$ cat src/rtl/wbuffer_drain_if.sv
// rtl/wbuffer_drain_if.sv - store push and memory drain handshake bundle for the write buffer
interface wbuffer_drain_if;
   logic        push_valid;
   logic        push_ready;
   logic [31:0] push_addr;
   logic [3:0]  push_wstrb;
   logic [31:0] push_data;
   logic        mem_req;
   logic        mem_ack;
   logic [31:0] mem_addr;
   logic [3:0]  mem_wstrb;
   logic [31:0] mem_wdata;

   modport master (
      output push_valid, push_addr, push_wstrb, push_data, mem_ack,
      input  push_ready, mem_req, mem_addr, mem_wstrb, mem_wdata
   );

   modport slave (
      input  push_valid, push_addr, push_wstrb, push_data, mem_ack,
      output push_ready, mem_req, mem_addr, mem_wstrb, mem_wdata
   );
endinterface

$ cat src/rtl/wbuffer_drain.sv
// rtl/wbuffer_drain.sv - data cache write buffer: circular store queue drained in order to memory
module wbuffer_drain #(
   parameter int DEPTH_LOG2 = 4
) (
   input  logic                  clk,
   input  logic                  rst,
   wbuffer_drain_if.slave        bus,
   input  logic [31:0]           lk_addr,
   output logic                  lk_hit,
   output logic [DEPTH_LOG2:0]   count,
   output logic                  empty,
   output logic                  full
);
   localparam int DEPTH = 1 << DEPTH_LOG2;

   typedef enum logic [1:0] {IDLE, RD, REQ} state_t;

   state_t                  state, state_nxt;
   logic [DEPTH_LOG2-1:0]   head, tail;
   logic [DEPTH-1:0]        valid;
   logic [29:0]             ent_addr  [DEPTH];
   logic [3:0]              ent_wstrb [DEPTH];
   logic [31:0]             ent_data  [DEPTH];
   logic [31:0]             rd_data;
   logic                    push_fire, pop_fire;
   logic [DEPTH_LOG2:0]     count_nxt;
   logic [3:0]              unused_bits;

   assign unused_bits   = {bus.push_addr[1:0], lk_addr[1:0]};

   assign full          = (count == (DEPTH_LOG2+1)'(DEPTH));
   assign empty         = (count == '0);
   assign bus.push_ready = !full;
   assign push_fire     = bus.push_valid && !full;
   assign pop_fire      = (state == REQ) && bus.mem_ack;

   always_comb begin
      count_nxt = count;
      case ({push_fire, pop_fire})
         2'b10:   count_nxt = count + (DEPTH_LOG2+1)'(1);
         2'b01:   count_nxt = count - (DEPTH_LOG2+1)'(1);
         default: count_nxt = count;
      endcase
   end

   always_comb begin
      state_nxt = state;
      case (state)
         IDLE:    if (count != '0) state_nxt = RD;
         RD:      state_nxt = REQ;
         REQ:     if (pop_fire) state_nxt = (count_nxt != '0) ? RD : IDLE;
         default: state_nxt = IDLE;
      endcase
   end

   always_ff @(posedge clk) begin
      if (rst) begin
         state <= IDLE;
         head  <= '0;
         tail  <= '0;
         count <= '0;
         valid <= '0;
      end else begin
         state <= state_nxt;
         count <= count_nxt;
         if (push_fire) tail <= tail + (DEPTH_LOG2)'(1);
         if (pop_fire)  head <= head + (DEPTH_LOG2)'(1);
         // head and tail never coincide on a cycle that both pushes and pops
         if (pop_fire)  valid[head] <= 1'b0;
         if (push_fire) valid[tail] <= 1'b1;
      end
   end

   always_ff @(posedge clk) begin
      if (!rst && push_fire) begin
         ent_addr[tail]  <= bus.push_addr[31:2];
         ent_wstrb[tail] <= bus.push_wstrb;
      end
   end

   // Data storage: synchronous write, registered read issued only in RD
   always_ff @(posedge clk) begin
      if (!rst && push_fire) ent_data[tail] <= bus.push_data;
      if (state == RD)       rd_data <= ent_data[head];
   end

   assign bus.mem_req   = (state == REQ);
   assign bus.mem_addr  = (state == REQ) ? {ent_addr[head], 2'b00} : '0;
   assign bus.mem_wstrb = (state == REQ) ? ent_wstrb[head] : '0;
   assign bus.mem_wdata = rd_data;

   always_comb begin
      lk_hit = 1'b0;
      for (int i = 0; i < DEPTH; i++) begin
         if (valid[i] && (ent_addr[i] == lk_addr[31:2])) lk_hit = 1'b1;
      end
   end
endmodule

$ cat src/flat_wrapper.sv
// flat-port wrapper written by rule: the top's interface ports become plain ports
module wbuffer_drain_flat 
#(
   parameter int DEPTH_LOG2 = 4
)
  (clk, rst, lk_addr, lk_hit, count, empty, full, bus_push_valid, bus_push_addr, bus_push_wstrb, bus_push_data, bus_mem_ack, bus_push_ready, bus_mem_req, bus_mem_addr, bus_mem_wstrb, bus_mem_wdata);
  wbuffer_drain_if bus_i ();
  input  logic clk;
  input  logic rst;
  input  logic [31:0] lk_addr;
  output logic lk_hit;
  output logic [DEPTH_LOG2:0] count;
  output logic empty;
  output logic full;
  input wire logic [$bits(bus_i.push_valid)-1:0] bus_push_valid;
  input wire logic [$bits(bus_i.push_addr)-1:0] bus_push_addr;
  input wire logic [$bits(bus_i.push_wstrb)-1:0] bus_push_wstrb;
  input wire logic [$bits(bus_i.push_data)-1:0] bus_push_data;
  input wire logic [$bits(bus_i.mem_ack)-1:0] bus_mem_ack;
  output wire logic [$bits(bus_i.push_ready)-1:0] bus_push_ready;
  output wire logic [$bits(bus_i.mem_req)-1:0] bus_mem_req;
  output wire logic [$bits(bus_i.mem_addr)-1:0] bus_mem_addr;
  output wire logic [$bits(bus_i.mem_wstrb)-1:0] bus_mem_wstrb;
  output wire logic [$bits(bus_i.mem_wdata)-1:0] bus_mem_wdata;
  assign bus_i.push_valid = bus_push_valid;
  assign bus_i.push_addr = bus_push_addr;
  assign bus_i.push_wstrb = bus_push_wstrb;
  assign bus_i.push_data = bus_push_data;
  assign bus_i.mem_ack = bus_mem_ack;
  assign bus_push_ready = bus_i.push_ready;
  assign bus_mem_req = bus_i.mem_req;
  assign bus_mem_addr = bus_i.mem_addr;
  assign bus_mem_wstrb = bus_i.mem_wstrb;
  assign bus_mem_wdata = bus_i.mem_wdata;
  wbuffer_drain #(.DEPTH_LOG2(DEPTH_LOG2)) u_core (.clk(clk), .rst(rst), .bus(bus_i), .lk_addr(lk_addr), .lk_hit(lk_hit), .count(count), .empty(empty), .full(full));
endmodule
$ cat config.mk
export PLATFORM = sky130hd
export DESIGN_NAME = wbuffer_drain_flat
export DESIGN_NICKNAME = d
export VERILOG_FILES = /design/src/rtl/wbuffer_drain_if.sv /design/src/rtl/wbuffer_drain.sv /design/src/flat_wrapper.sv
export SDC_FILE = /design/constraint.sdc
export NUM_CORES = 1
export LEC_CHECK = 0
export ABC_CLOCK_PERIOD_IN_PS = 6800
export BUFFER_PORTS_ARGS = -buffer_cell sky130_fd_sc_hd__buf_2
export CORE_ASPECT_RATIO = 1.2
export CORE_MARGIN = 2
export CORE_UTILIZATION = 30
export CTS_CLUSTER_SIZE = 10
export DETAILED_ROUTE_END_ITERATION = 6
export SLEW_MARGIN = 20
export SYNTH_ARGS = -nofsm -noshare
export SYNTH_HDL_FRONTEND = slang
export SYNTH_SLANG_ARGS = --single-unit
$ cat constraint.sdc
create_clock -name clk -period 6.8 [get_ports clk]
set_input_delay 1.36 -clock clk [delete_from_list [all_inputs] [get_ports clk]]
set_output_delay 1.36 -clock clk [all_outputs]
set_load 0.05 [all_outputs]
==> results.md, run 1 <==
- First-pass GRT wire length: 209600 um
- Setup bufs post-CTS: 0
- Register bit count reported by yosys: 1123
- Synth area leaders: edfxtp_1 68%, mux4_2 16%, xnor2_1 5.6%
- Row cnt: 160
- Port bufs: roughly 180
- Final instance area: 55120 um2
- CP startpoint kind: input port
- Hold WS: 0.5178 ns
- Skew-Pair Late Insertion Delay: 0.76 ns
- Die W: between 300 and 400 um
- Root Driver: clkbuf_16
- Final Non-Filler Cells: 4802
- Setup crit end kind: output pin
- Initial Util: 0.3020
- Netlist cell types: 40
- Reg2reg start: u_core.count[0]
- Post-route DRC: 0
- Mapped Area: between 40000 and 50000 um2
- Die H: 441.7 um
- Gpl congestion: around 1.0
- RSZ-0062 raised after global routing: false
- Worst-case clock buffer depth: 3
- Area of placed instances: about 51000 um2
- Initial antenna violation count: 45
- Core Region: 158600 um2
- Hold crit path type: reg -> reg
- Post-route ant nets: 0
- Slew Limit Fails: 0
- Commonest non-fill, non-tap cell in the layout: edfxtp_1
- Starting DRT DRC Count: between 3000 and 4000
- TritonCTS Buffers: between 100 and 150
- Final wirelength: 153800 um
- Area leader, netlist: edfxtp_1
- Measured slew at the worst slew-check pin: roughly 1.1 ns
- Congestion Overflow GR: 0
- Largest net degree at the start of global routing: 67
- Routed wire per std cell: 32.02 um
- Post-DP HPWL: just over 100000 um
- Max VDD drop: roughly 0.26 mV
- EDFF count, synth: 1088
- Critical path class: in -> out
- Vias in the first global route: 25220
- Synth Warn #: 0
- Most frequent cells in the layout: 1088 x edfxtp_1, 330 x mux4_2, 307 x xnor2_1
- Outcome: completed
- Fin Setup TNS: 0 ns
- Final nets: 2757
- Share of layout cells above drive strength 1: 0.2730
- Synth Area per Inst: 19.74 um2
- Highest Clock Rate: roughly 190 MHz
- Layout area overhead: 15.11%
- Post-Synthesis Cells: between 2000 and 2500
- Min setup slack post-route: 1.429 ns
- Clk_skew: roughly 0.024 ns
- Die Area: approximately 160000 um2
- Total power: around 16 mW
- H-tree depth: 4
- Worst-case headroom to the max-slew limit: 0.2734
- Final period utilization: 0.7899
- Final Util: 0.3476
- PwrDens: ~280 nW/um2
- Min Tclk post-route: approximately 5.4 ns
- Critical Path AT: 4.01 ns
- Clock net sink count: around 1100
- HP Start: u_core.valid[1]
- Final setup viols: 0
- CTS tree: built
- Async SR Flop Fraction: 0
- P_leak: 16.52 nW
- CP Max Fanout: 16
- Seq/Total Area, Yosys: 0.6969
- Critical Path Start: lk_addr[24]
- Via count: 25120
- Top-area cell type share of the netlist area: 0.6823
- Post-Place Cells: between 4000 and 5000
- Main flop type after synthesis: edfxtp_1
- Hold_buf cts: 0
- Pre-antenna DRT Iters: 5
- Boundary Pins: 182
- CTS clock-pin slew for the worst setup and hold paths: approximately 0.060 ns
- Worst slack, placed: between 1.5 and 2 ns
- # Max-Cap Violations: 0
- PostCTS Resize Cnt: 0
- Number of vias per cell: between 5 and 6
- Worst endpoint required time: 5.44 ns
- Final hold violation count: 0
- Overall Global Routing Usage: 0.1865
[metal layers]
metal  vias up  GRT usage  wire length, um
met3       290    0.04330            12530
li1      10190          -                -
met5         -          0              240
met4        38    0.07340             6475
met2      1153     0.3016            74220
met1     13450     0.2422            60280
[final cells by class]
class | instances | area (um2)
well taps | 2106 | 2635
flip-flops and latches | 1123 | 33400
multi-input cells | 1145 | 13890
repair buffers | 225 | 1339
clock inverters | 23 | 265.3
fillers | 14970 | 103400
diodes | 7 | 17.52
inverters | 11 | 41.29
clock buffers | 162 | 3532
[worst max-delay path, stage by stage]
cell and delay (ns):
buf_2 0.25, xnor2_1 0.52, nand4_1 0.29, nor4_1 0.66, nand4_1 0.21, nand4_1 0.16
or4_1 0.24, buf_2 0.30
[power breakdown]
part / internal (mW) / switching (mW) / total [mW]
combinational: 0.441 / 0.886 / 1.33
sequential: 7.70 / 0.0785 / 7.78
clock: 3.66 / 2.75 / 6.41
[sequential cells by signal, summed over array words and instances, names as in the netlist, 4 cells and up, named ones only]
register	count
u_core.head	4
u_core.ent_addr	480
u_core.bus.mem_wdata	32
u_core.ent_wstrb	64
u_core.tail	4
u_core.ent_data	512
u_core.count	5
u_core.valid	16
[final timing paths]
path,cells past startpoint,end,slack [ns]
min reg2reg,2,u_core.valid[1],0.52
min,2,u_core.valid[1],0.52
max reg2reg,7,u_core.ent_wstrb[7][1],3.18
max,8,lk_hit,1.43
[cell usage after synthesis (7+ instances only)]
cell / instances
nand4_1: 101
mux4_2: 330
xnor2_1: 307
buf_2: 80
xor2_1: 181
nor3_1: 7
clkbuf_1: 42
inv_1: 10
nand2_1: 12
nor4_1: 65
o21ai_1: 13
nor2_1: 30
dfxtp_1: 35
and2_1: 35
o211ai_1: 12
edfxtp_1: 1088
buf_4: 9
buf_1: 11
ha_1: 12
[cells by family (layout without fill, tap and decap cells)]
logic type | after synthesis | after routing | share of synthesized area
muxes | 331 | 331 | 0.1554
and+or+nand+nor | 265 | 265 | 0.03222
buffers and inverters | 159 | 421 | 0.01620
AOI/OAI and AO/OA | 46 | 46 | 0.006350
DFF | 1123 | 1123 | 0.6969
adders and majority gates | 13 | 13 | 0.003554
other | 1 | 9 | 0.00007831
xor gates and xnor gates | 488 | 488 | 0.08926
(Power assumes the default switching activity.)
==> inputs of run 2 (changes only) <==
- ABC_CLOCK_PERIOD_IN_PS: 6800 -> 4800
- clock period: 6.8 -> 4.8 ns (I/O delays scaled with it)
==> results.md, run 2 (synthesis gave the netlist of run 1 again) <==
- CP startpoint kind: input port
- TritonCTS Buffers: 134 (unchanged)
- Min setup slack post-route: 0.4000 ns (-1.029 ns)
- Largest regs: u_core.ent_data (512), u_core.ent_addr (480), u_core.ent_wstrb (64)
- Final instance area: 55870 um2 (+1.4%)
- Crit-path max cell delay: 0.56 ns (-0.10 ns)
- Via count: 25370 (+0.98%)
- Worst-case headroom to the max-slew limit: 0.3944 (+0.1210)
- Crit path max-delay cell type: nor4_1
- Layout area overhead: 16.68%
- Clk pwr share: 0.416 (+0.003)
- Fin Setup TNS: 0 ns (unchanged)
- Routed wire per std cell: 32.06 um (+0.13%)
- Number of vias per cell: 5.219 (-0.25%)
- RSZ-0062 raised after global routing: false
- Area of placed instances: 52000 um2 (+1.4%)
- Initial antenna violation count: 37 (-18%)
- Skew-Pair Late Insertion Delay: 0.79 ns (+0.03 ns)
- CP Max Fanout: 16 (unchanged)
- Reg power frac: 0.497 (-0.004)
- Hold_buf cts: 0 (unchanged)
- Max VDD drop: 0.3686 mV (+40%)
- Port bufs: 175 (unchanged)
- Total power: 22.16 mW (+43%)
- Clk_skew: 0.04171 ns (+0.01818 ns)
- Flip-flop count of the largest register after layout: 512 (unchanged)
- Initial Util: 0.3020 (unchanged)
- Post-route ant nets: 0 (unchanged)
- Congestion Overflow GR: 0 (unchanged)
- HP Start: u_core.valid[1]
- Setup bufs post-CTS: 0 (unchanged)
- Boundary Pins: 182 (unchanged)
- Share of layout cells above drive strength 1: 0.2892 (+0.01623)
- # Max-Cap Violations: 0 (unchanged)
- Filler Cells Inserted: 14860 (-0.72%)
- Vias in the first global route: 25350 (+0.52%)
- Worst endpoint required time: 3.84 ns (-1.60 ns)
- Final Util: 0.3524 (+0.004766)
- Largest Register: u_core.ent_data
- PwrDens: 396.5 nW/um2 (+41%)
- Overall Global Routing Usage: 0.1891 (+0.002614)
- Hold crit path type: reg -> reg
- Die Area: 162800 um2 (unchanged)
- Slew Limit Fails: 0 (unchanged)
- Core Region: 158600 um2 (unchanged)
- P_leak: 16.90 nW (+2.3%)
- Internal: 16.77 mW (+42%)
- Starting DRT DRC Count: 3133 (-1.0%)
- H-tree depth: 4 (unchanged)
- Reg-to-reg critical path endpoint: u_core.ent_addr[8][5]
- Most used cell, CP: nand4_1
- R2r setup slk: 1.58 ns (-1.60 ns)
- Setup crit end kind: output pin
- Post-route DRC: 0 (unchanged)
- Final wirelength: 155800 um (+1.4%)
- Logic gate share of total power: 0.087 (about the same)
- Root Driver: clkbuf_16
- CTS tree: built
- Critical Path AT: 3.44 ns (-0.57 ns)
- Outcome: completed
- Highest Clock Rate: about 230 MHz
- Final hold violation count: 0 (unchanged)
- Measured slew at the worst slew-check pin: 0.9084 ns (-0.1715 ns)
- PostCTS Resize Cnt: 0 (unchanged)
- Row cnt: 160 (unchanged)
- Final nets: 2816 (+2.1%)
- Crit-path cells: buf_2 -> xnor2_1 -> nand4_1 -> nor4_1 -> nand4_1 -> nand4_1 -> or4_1 -> buf_2
- Cells on Worst Hold Path: 2 (unchanged)
- Final period utilization: 0.9167
- Largest net degree at the start of global routing: 63 (-6.0%)
- CTS clock-pin slew for the worst setup and hold paths: 0.05 ns (about the same)
- Worst-case clock buffer depth: 3 (unchanged)
- Reg2reg start: u_core.count[0]
- Hold Path End: u_core.valid[1]
- Pre-antenna DRT Iters: 7 (+2)
- Gpl congestion: 0.9929 (-4.3%)
- Die H: 441.7 um (unchanged)
- Post-DP HPWL: 103100 um (+0.57%)
- Die W: 368.7 um (unchanged)
- Sw frac: 0.2431 (+0.003591)
- Commonest non-fill, non-tap cell in the layout: edfxtp_1
- Min Tclk post-route: around 4.4 ns
- Clock net sink count: 1123 (unchanged)
- Worst slack, placed: 0.5582 ns (-1.050 ns)
- Most frequent cells in the layout: 1088 x edfxtp_1, 330 x mux4_2, 307 x xnor2_1
- Final setup viols: 0 (unchanged)
- First-pass GRT wire length: 212400 um (+1.3%)
- Switching power: 5.386 mW (+45%)
- Critical path class: in -> out
- FF-to-FF path depth: 7 (unchanged)
## run 2: changes by cell type in the layout (fill, tap and decap cells not counted), moves of 2 or more
cell / change
clkinv_8: -3
clkinv_2: +2
clkinv_16: +4
clkbuf_16: -2
clkbuf_1: +3
clkinv_1: -4
buf_12: +20
buf_4: +39
## run 2: power by group through the flow
stage,Combinational (mW),Clock (mW),Sequential (mW)
finish,1.94,9.21,11.0
global route,2.03,9.74,11.0
CTS,1.96,9.38,11.0
detailed placement,1.95,0,11.2
global placement,1.95,0,11.2
floorplan,1.05,0,11.3
## run 2: critical path, delay by kind of cell
| kind | cells | cell delay, ns |
|---|---|---|
| xor+xnor | 1 | 0.27 |
| buf+inv | 2 | 0.70 |
| simple gates | 5 | 1.49 |
## run 2: area by class of cell
class	instances	area (um2)	area share
Clock buffer	162	3480	0.06228
Tap cell	2106	2635	0.04716
Multi-Input combinational cell	1145	13890	0.2486
Antenna cell	6	15.01	0.0002687
Timing Repair Buffer	284	2032	0.03637
Sequential cell	1123	33400	0.5977
Clock inverter	24	382.9	0.006852
Inverter	11	41.29	0.0007390
## run 2: worst max-delay path by stage
stage / cells after the start / start / slack (ns) / end
finish: 8 / lk_addr[17] / 0.40 / lk_hit
global route: 5 / register / 0.28 / bus_mem_addr[27]
CTS: 5 / register / 0.35 / bus_mem_wstrb[3]
detailed placement: 8 / lk_addr[22] / 0.56 / lk_hit
global placement: 8 / lk_addr[7] / 0.55 / lk_hit
floorplan: 6 / u_core.count[0] / -0.42 / u_core.ent_addr[12][0]
## run 2: stage by stage
stage,hold WS [ns],cells
after global routing,0.5127,4856
final,0.5129,4861
after global placement,0.4949,4669
after floorplan,0.4608,2427
after CTS,0.4982,4855
after detailed placement,0.4961,4669
## run 2: routing by layer
metal / up-vias / track usage / wire, um
met2: 1234 / 0.3039 / 74860
met4: 30 / 0.07962 / 6762
li1: 10320 / - / -
met3: 286 / 0.04235 / 12610
met1: 13500 / 0.2462 / 61420
met5: - / 0 / 198
==> inputs of run 3 (changes only) <==
- REMOVE_ABC_BUFFERS: default -> 1
==> results.md, run 3 (synthesis gave the netlist of run 1 again) <==
- Outcome: completed
- Area of the multi-input gates: 13870 um2 (-0.13%)
- Filler Cells Inserted: 14900 (+0.28%)
- RSZ-0062 raised after global routing: false
- Worst endpoint required time: 3.84 ns (about the same)
- # Max-Cap Violations: 0 (unchanged)
- First-pass GRT wire length: 208400 um (-1.9%)
- Clock net sink count: 1123 (unchanged)
- Starting DRT DRC Count: 3006 (-4.1%)
- Overall Global Routing Usage: 0.1837 (-0.005388)
- Via count: 25340 (-0.099%)
- Min Tclk post-route: 4.354 ns (-0.04622 ns)
- Final wirelength: 151300 um (-2.9%)
- CTS clock-pin slew for the worst setup and hold paths: 0.05 ns (about the same)
- Most frequent cells in the layout: 1088 x edfxtp_1, 330 x mux4_2, 307 x xnor2_1
- Worst-case clock buffer depth: 3 (unchanged)
- Hold_buf cts: 0 (unchanged)
- Final period utilization: 0.9070 (-0.009630)
- FF/Latch Area: 33400 um2 (about the same)
- Setup crit end kind: output pin
- Critical Path AT: 3.39 ns (-0.05 ns)
- Final hold violation count: 0 (unchanged)
- Vias in the first global route: 25360 (+0.055%)
- Die Area: 162800 um2 (unchanged)
- Die H: 441.7 um (unchanged)
- Skew-Pair Late Insertion Delay: 0.78 ns (about the same)
- Worst slack, placed: 0.5521 ns (-0.006055 ns)
- Layout area overhead: 16.29%
- Die W: 368.7 um (unchanged)
- Highest Clock Rate: 229.7 MHz (+1.1%)
- Slew Limit Fails: 0 (unchanged)
- Min setup slack post-route: 0.4462 ns (+0.04622 ns)
- Largest net degree at the start of global routing: 59 (-6.3%)
- Post-route ant nets: 0 (unchanged)
- Hold crit path type: reg -> reg
- Number of vias per cell: 5.235 (+0.31%)
- Largest regs: u_core.ent_data (512), u_core.ent_addr (480), u_core.ent_wstrb (64)
- Share of layout cells above drive strength 1: 0.2856 (-0.003586)
- H-tree depth: 4 (unchanged)
- CP startpoint kind: register
- Core Region: 158600 um2 (unchanged)
- Final nets: 2803 (-0.46%)
- Congestion Overflow GR: 0 (unchanged)
- Flip-flop count of the largest register after layout: 512 (unchanged)
- Port bufs: 175 (unchanged)
- Largest Register: u_core.ent_data
- PostCTS Resize Cnt: 0 (unchanged)
- Measured slew at the worst slew-check pin: 1.068 ns (+0.1593 ns)
- Post-route DRC: 0 (unchanged)
- Final Util: 0.3512 (-0.001176)
- Clk_skew: 0.03674 ns (-0.004972 ns)
- Initial antenna violation count: 37 (unchanged)
- P_leak: 16.82 nW (-0.47%)
- Post-DP HPWL: 100300 um (-2.7%)
- Max VDD drop: 0.3695 mV (+0.23%)
- Gpl congestion: 1.002 (+0.93%)
- Critical path class: reg -> out
- R2r setup slk: 1.62 ns (+0.04 ns)
- Worst-case headroom to the max-slew limit: 0.2882 (-0.1062)
- Root Driver: clkbuf_16
- Hold WS: 0.5134 ns (+0.0004660 ns)
- Commonest non-fill, non-tap cell in the layout: edfxtp_1
- CTS tree: built
- Final setup viols: 0 (unchanged)
- Boundary Pins: 182 (unchanged)
- PwrDens: 395.4 nW/um2 (-0.30%)
- TritonCTS Buffers: 133 (-0.75%)
- Routed wire per std cell: 31.25 um (-2.5%)
- Setup bufs post-CTS: 0 (unchanged)
- Row cnt: 160 (unchanged)
- Pre-antenna DRT Iters: 5 (-2)
- CP Max Fanout: 43 (+27)
- Initial Util: 0.3020 (unchanged)
-- run 3: changes by cell type in the layout (fill, tap and decap cells not counted), sizes merged --
cell    previous run  this run
clkbuf           162       157
diode              6         4
buf              284       272
bufinv             1         0
-- run 3: worst paths after layout --
kind | endpoint | depth (start not counted) | start
hold / removal | u_core.valid[5] | 2 | u_core.valid[5]
setup reg to reg | u_core.ent_addr[11][14] | 7 | u_core.count[0]
hold reg to reg | u_core.valid[5] | 2 | u_core.valid[5]
setup / recovery | bus_mem_wstrb[0] | 5 | register
-- run 3: report_power, final --
part           internal, mW  total (mW)  switching (mW)  leakage [nW]
Combinational         0.659        1.91            1.25          4.89
Clock                  5.10        9.10            4.00          1.83
Sequential             10.9        11.0           0.104          10.1
Total                  16.7        22.0            5.35          16.8
-- run 3: metal layers --
metal,vias to the layer above,routed length (um),track usage
met2,1199,72870,0.2980
li1,10290,-,-
met3,290,11920,0.03703
met5,-,190,0
met1,13540,59940,0.2395
met4,32,6351,0.07736
-- run 3: critical path: stages (launching register included) --
cell,delay (ns)
dfxtp_4,0.60
buf_12,0.39
mux4_2,0.56
mux4_2,0.58
and2_1,0.20
buf_2,0.21
-- run 3: through the flow --
| step | power [mW] | area, um2 | setup TNS, ns | instances |
|---|---|---|---|---|
| 6_report | 22.02 | 55690 | 0 | 4841 |
| 2_1_floorplan | 12.38 | 47150 | -1102.75 | 2279 |
| 3_3_place_gp | 13.14 | 51880 | 0 | 4657 |
| 3_5_place_dp | 13.15 | 51890 | 0 | 4657 |
| 4_1_cts | 22.21 | 55680 | 0 | 4837 |
| 5_1_grt | 22.65 | 55680 | 0 | 4838 |
-- run 3: final cells by class --
cell class,instances,share of cell area
multi-input cells,1145,0.2491
flip-flops and latches,1123,0.5998
clock inverters,23,0.006246
repair buffers,272,0.03487
clock buffers,157,0.06177
diodes,4,0.0001797
well taps,2106,0.04732
inverters,11,0.0007415
